==> src/rtl/combined.sv <==
// Four fixed-coefficient 5-tap FIR filters (low-pass, high-pass, band-pass,
// moving-average) sharing one signed 16-bit delay line; outputs registered.
module combined (
    input  logic signed [15:0] in,
    input  logic               clk,
    output logic signed [15:0] LP_out,
    output logic signed [15:0] HP_out,
    output logic signed [15:0] BP_out,
    output logic signed [15:0] MA_out,
    input  logic               rst
);

    logic signed [15:0] r_x [0:4];

    logic signed [23:0] w_t0, w_t1, w_t2, w_t3, w_t4;
    logic signed [23:0] w_lp_sum, w_hp_sum, w_bp_sum, w_ma_sum;

    // Clamp a shifted accumulator into the 16-bit signed output range.
    function automatic logic signed [15:0] sat16(input logic signed [23:0] v);
        if (v > 24'sd32767)
            return 16'sh7fff;
        else if (v < -24'sd32768)
            return 16'sh8000;
        else
            return v[15:0];
    endfunction

    // Taps seen by this edge's result: the new sample plus the old x0..x3.
    always_comb begin
        w_t0 = {{8{in[15]}}, in};
        w_t1 = {{8{r_x[0][15]}}, r_x[0]};
        w_t2 = {{8{r_x[1][15]}}, r_x[1]};
        w_t3 = {{8{r_x[2][15]}}, r_x[2]};
        w_t4 = {{8{r_x[3][15]}}, r_x[3]};

        w_lp_sum = w_t0 + (w_t1 <<< 2) + (w_t2 * 24'sd6) + (w_t3 <<< 2) + w_t4;
        w_hp_sum = (w_t2 * 24'sd10) - w_t0 - (w_t1 <<< 2) - (w_t3 <<< 2) - w_t4;
        w_bp_sum = (w_t2 <<< 1) - w_t0 - w_t4;
        w_ma_sum = w_t0 + w_t1 + w_t2 + w_t3;
    end

    always_ff @(posedge clk) begin
        if (rst) begin
            for (int unsigned k = 0; k < 5; k++)
                r_x[k] <= '0;
            LP_out <= '0;
            HP_out <= '0;
            BP_out <= '0;
            MA_out <= '0;
        end else begin
            r_x[0] <= in;
            for (int unsigned k = 1; k < 5; k++)
                r_x[k] <= r_x[k-1];
            LP_out <= sat16(w_lp_sum >>> 4);
            HP_out <= sat16(w_hp_sum >>> 4);
            BP_out <= sat16(w_bp_sum >>> 2);
            MA_out <= sat16(w_ma_sum >>> 2);
        end
    end

endmodule

==> config.mk <==
export PLATFORM = sky130hd
export DESIGN_NAME = combined
export DESIGN_NICKNAME = d
export VERILOG_FILES = /design/src/rtl/combined.sv
export SDC_FILE = /design/constraint.sdc
export NUM_CORES = 1
export LEC_CHECK = 0
export ABC_CLOCK_PERIOD_IN_PS = 5700
export BUFFER_PORTS_ARGS = -buffer_cell sky130_fd_sc_hd__buf_2
export CAP_MARGIN = 20
export CORE_MARGIN = 1
export CORE_UTILIZATION = 50
export DETAILED_ROUTE_END_ITERATION = 10
export PLACE_DENSITY = 0.7
export SYNTH_ARGS = -nofsm -noshare
export SYNTH_HDL_FRONTEND = slang
export SYNTH_SLANG_ARGS = --single-unit
==> constraint.sdc <==
create_clock -name clk -period 5.7 [get_ports clk]
set_input_delay 0.285 -clock clk [delete_from_list [all_inputs] [get_ports clk]]
set_output_delay 0.285 -clock clk [all_outputs]
set_load 0.005 [all_outputs]
# [Yosys cells after proc, flatten, opt, wreduce, memory -nomap -nowiden]
# Memories as Yosys holds them, arrays and structs flattened.
# Cells that the tools add are included.
[totals] reg_bits=64 ramBits=80 in_bits=18 out_inout_bits=64 word_cells=57 n_memories=1
[classes] addsub=13 multipliers=2 magnitude_cmp=8 mux=16 bitwise_logic=5 n_reduce_logical=4
[mem_list] name="r_x" depth=5 width=16 rd=4 rd_ports_with_merged_regs=0 write_ports=5 line_no="13" text="logic signed [15:0] r_x [0:4];"
[op_table] op="16-bit two-way mux" count=9
[op_table] op="15-bit two-way mux" count=4
[op_table] op="17-bit by 16-bit greater-than comparator with 1-bit output (second input constant)" count=2
[op_table] op="17-bit by 16-bit less-than comparator with 1-bit output (second input constant)" count=2
[op_table] op="23-bit by 18-bit subtractor with 24-bit output" count=1
[op_table] op="24-bit by 16-bit subtractor with 24-bit output" count=1
[op_table] op="22-bit by 16-bit adder with 23-bit output" count=1
[op_table] op="22-bit by 18-bit subtractor with 23-bit output" count=1
[op_table] op="21-bit by 18-bit adder with 22-bit output" count=1
[op_table] op="21-bit by 16-bit subtractor with 22-bit output" count=1
[op_table] op="19-bit by 20-bit adder with 21-bit output" count=1
[op_table] op="20-bit by 16-bit greater-than comparator with 1-bit output (second input constant)" count=1
[op_table] op="20-bit by 16-bit less-than comparator with 1-bit output (second input constant)" count=1
[op_table] op="16-bit by 4-bit multiplier with 20-bit output (second input constant)" count=1
[op_table] op="16-bit by 18-bit adder with 19-bit output" count=1
[op_table] op="18-bit by 16-bit adder with 19-bit output" count=1
[op_table] op="19-bit by 16-bit greater-than comparator with 1-bit output (second input constant)" count=1
[op_table] op="19-bit by 16-bit less-than comparator with 1-bit output (second input constant)" count=1
[op_table] op="16-bit by 3-bit multiplier with 19-bit output (second input constant)" count=1
[op_table] op="18-bit by 16-bit subtractor with 19-bit output" count=1
[op_table] op="17-bit by 16-bit adder with 18-bit output" count=1
[op_table] op="17-bit by 16-bit subtractor with 18-bit output" count=1
[op_table] op="16-bit by 16-bit adder with 17-bit output" count=1
[op_table] op="2-bit OR reduction" count=4
[op_table] op="2 further kinds" count=8

# [Logic depth before layout (Yosys ltp)]
# An unclocked memory read counts as a cell.
[depth] word_depth=9 depth_mapped=27 ltp_nobuf=26

# [Worst setup path after synthesis]
# Ideal clock, no wire load.
[synth_timing] path_type="register to register" startpoint="memory r_x[1][0] (netlist: r_x[0][16])" endpoint="register LP_out[13]" setup_ps=114 arrival_time_ps=5941 required_time_ps=5586 path_slack_ps=-355 path_stages_with_launch=27 n_path_buf=1 synth_period_minus_slack_ps=6055 cell_sequence="dfxtp_1 ha_1 ha_1 inv_1 fa_1 nor2b_1 o21a_1 o21ai_0 a21oi_1 a21oi_1 a21oi_1 xor2_1 fa_1 fa_1 inv_1 fa_1 inv_1 ha_1 and3_1 a221oi_1 o21ai_0 o21ai_1 or4b_1 nor3_2 nor3_4 buf_6 a21o_1"
[synth_rtl] item="start, declared" line_no="13"
[synth_rtl] item="end signal, assigned" line_no="54" text="LP_out <= sat16(w_lp_sum >>> 4);"
[synth_rtl] item="end, declared" line_no="6" text="output logic signed [15:0] LP_out,"

==> flow_summary.toml <==
[global_routing]
grt_max_degree = 69
grt_pass1_wl_um = 48700
antenna_found_initial = 0
grt_pass1_vias = 9877
grt.overflow.total = 0
track_usage = 0.244

[floorplan]
boundaryPins = 82
fp.dieW_um = 159
fp.dieH_um = 159
die_area_um2 = 25300
rows = 57
start_util = 0.509
core_area_um2 = 24200

[place]
gp_congestion = 0.881
detailed_place_hpwl_um = 23600
port_buffers = 81
dp_slack_ps = -583

[timing]
maxSlewViolCount = 0
tightestPinTransition_ps = 770
fin_crit_sh = 1.09
setup-violations-final = 16
period_needed_ps = 6190
max_slew_margin = 0.487
fmax_ghz = 0.162
setup_ws_ps = -487
hold_ws_ps = 156
hold_violations = 0
rsz0062_at_grt = "yes"
finalClockSkew_ps = 11.8

[routing]
firstDrtPassIters = 6
wl_per_cell_um = 16.7
via_count = 9676
drc = 0
viasPerCell = 5.38
antenna_left = 0
routed_wl_um = 30000
dr.first_iter.drc_count = 533

[critical_path]
max_stage_delay_ps = 530
critPathRequiredTime_ps = 6070
cp_max_fo = 7
critPathLaunchType = "flop"
crit_type = "reg -> reg"
cp_num_buf_inv = 5
crit_family = "adder cells"
reg2reg_slack_ps = -490
end_kind = "flop"
slowest_stage = "fa_1"
cp.arrival_ps = 6560

[clock_tree]
cts.sinks = 128
cts_hold_buf = 0
cts_buffers = 17
cts_max_path_buffers = 2
htreeDepth = 4
cts_tree = "built"
root_buffer = "clkbuf_16"
clk_latency_ps = 440
clkTransAtPathRegs_ps = 60

[logic_synthesis]
syn_area_um2 = 12400
syn-num-nets = 1600
ys_async_sr_fraction = 0
yosys.cell_types.count = 74
ys_warn_count = 0
syn_avg_cell_area_um2 = 9.61
synth_seq_area_share = 0.207
ys_seq_elements = 128
yosys_most_used_dff = "dfxtp_1"
synth-edff-count = 0
syn_inst = 1286

[run_status]
violations = "setup timing"
status = "finished, violations left"

[pwr]
p_leak_nw = 7.47
comb_power_share = 0.545
p_sw_frac = 0.386
pwr-share-seq = 0.228
internal-power_w = 0.00311
powerDensity_nw_per_um2 = 340
p_sw_w = 0.00195
ir_drop_v = 0.000222
clkPwrFrac = 0.226

[run]
cap_violations = 0

[hold_path]
hold_path.class = "in -> reg"

[finish]
fin_nets = 1777
synthToLayoutAreaGrowth_pct = 20.4
nFillCells = 2033
drive_gt1_frac = 0.205
n_antenna_cell = 0
-- layer usage --
layer  wire length (um)  GRT usage
met5                  0          0
met4               1110      0.109
met3                962     0.0365
met2              15500      0.426
met1              12400      0.299
-- Yosys cell counts (all sizes together), types with 7 or more instances --
cell type	instances	area share
buf	12	0.0061
dfxtp	128	0.21
a21oi	66	0.028
nand2b	10	0.0051
o21a	21	0.013
ha	136	0.14
nand2	42	0.013
clkbuf	14	0.0043
fa	160	0.26
and2	7	0.0035
nor2	95	0.029
nor2b	25	0.013
o21ai	41	0.017
and3	8	0.0041
a211oi	10	0.0061
or3	9	0.0046
a21o	62	0.038
a31oi	10	0.0056
nand3	19	0.0081
xor2	32	0.023
nor3	21	0.010
a41oi	16	0.011
xnor2	44	0.031
inv	222	0.067
o21bai	7	0.0043
-- power by group through the flow --
stage,Clock [W],Combinational [W],Sequential [W]
after CTS,0.00115,0.00265,0.00116
after global routing,0.00120,0.00305,0.00117
final,0.00114,0.00276,0.00115
after floorplan,0,0.00169,0.00120
after global placement,0,0.00244,0.00117
after detailed placement,0,0.00248,0.00118
-- state kept, by name, summed over array words and instances, names as in the netlist --
register / flops
BP_out: 16
HP_out: 16
LP_out: 16
MA_out: 16
r_x: 64
-- cell families after synthesis --
| group | synth area share |
|---|---|
| compound gates | 0.162 |
| xor+xnor | 0.0539 |
| fa+ha+maj | 0.397 |
| buf+inv | 0.0778 |
| flops | 0.207 |
| mux | 0.00253 |
| simple gates | 0.0997 |
-- placed cells by master (no fill, tap or decap), types with 5 or more instances in the layout --
cell / n
a211o_1: 5
a211oi_1: 8
a21o_1: 62
a21oi_1: 56
a21oi_2: 10
a31o_2: 5
a31oi_1: 6
a41oi_1: 15
and2_1: 6
and3_1: 7
buf_2: 81
buf_4: 97
clkbuf_16: 17
dfxtp_1: 121
dfxtp_2: 5
fa_1: 159
ha_1: 125
ha_4: 11
inv_1: 216
inv_2: 6
nand2_1: 41
nand2b_1: 10
nand3_1: 18
nor2_1: 95
nor2b_1: 23
nor3_1: 17
o211ai_1: 6
o21a_1: 21
o21ai_0: 32
o21ai_2: 5
o21bai_1: 7
or3_1: 9
xnor2_1: 41
xor2_1: 31
-- through the flow --
step           setup TNS, ps  area, um2  total power (W)  instances  utilization
3_5_place_dp           -8190      13700          0.00365       1749        0.566
5_1_grt               -11020      14900          0.00542       1799        0.613
4_1_cts                -5990      14700          0.00496       1795        0.605
2_1_floorplan          -2700      12400          0.00289       1286            -
3_3_place_gp           -6320      13700          0.00362       1749        0.566
6_report               -6780      14900          0.00506       1799        0.613
-- what timing repair did --
item                                    in CTS  in global routing
setup buffers                               14                  4
pin swaps                                   44                 34
endpoints found under the hold margin        0                  0
resized for setup                           39                 26
endpoints found under the setup margin      31                 31
cloned                                       1                  0
-- worst reg2reg max path: cells and delay by family (launching register included) --
family          cells  cell delay [ps]
compound gates     10             1820
simple gates        3              500
buf+inv             5              510
fa+ha+maj           6             2490
flops               1              360
mux                 1              260
xor+xnor            1              190
-- layout make-up --
cell class	instances	area [um2]	area share
clock inverter	10	135	0.00908
tap	324	405	0.0273
inverter	222	833	0.0560
timing repair buffer	184	1250	0.0842
sequential	128	2580	0.173
multi-input combinational	910	9200	0.619
clock buffer	21	470	0.0316
-- final timing paths --
kind	start	end	cells past startpoint
min reg2reg	r_x[0][7]	r_x[0][23]	2
max	r_x[0][18]	LP_out[8]	26
min	rst	r_x[0][63]	2
max reg2reg	r_x[0][18]	LP_out[8]	26
No activity file was read; power rests on OpenSTA's default activity.
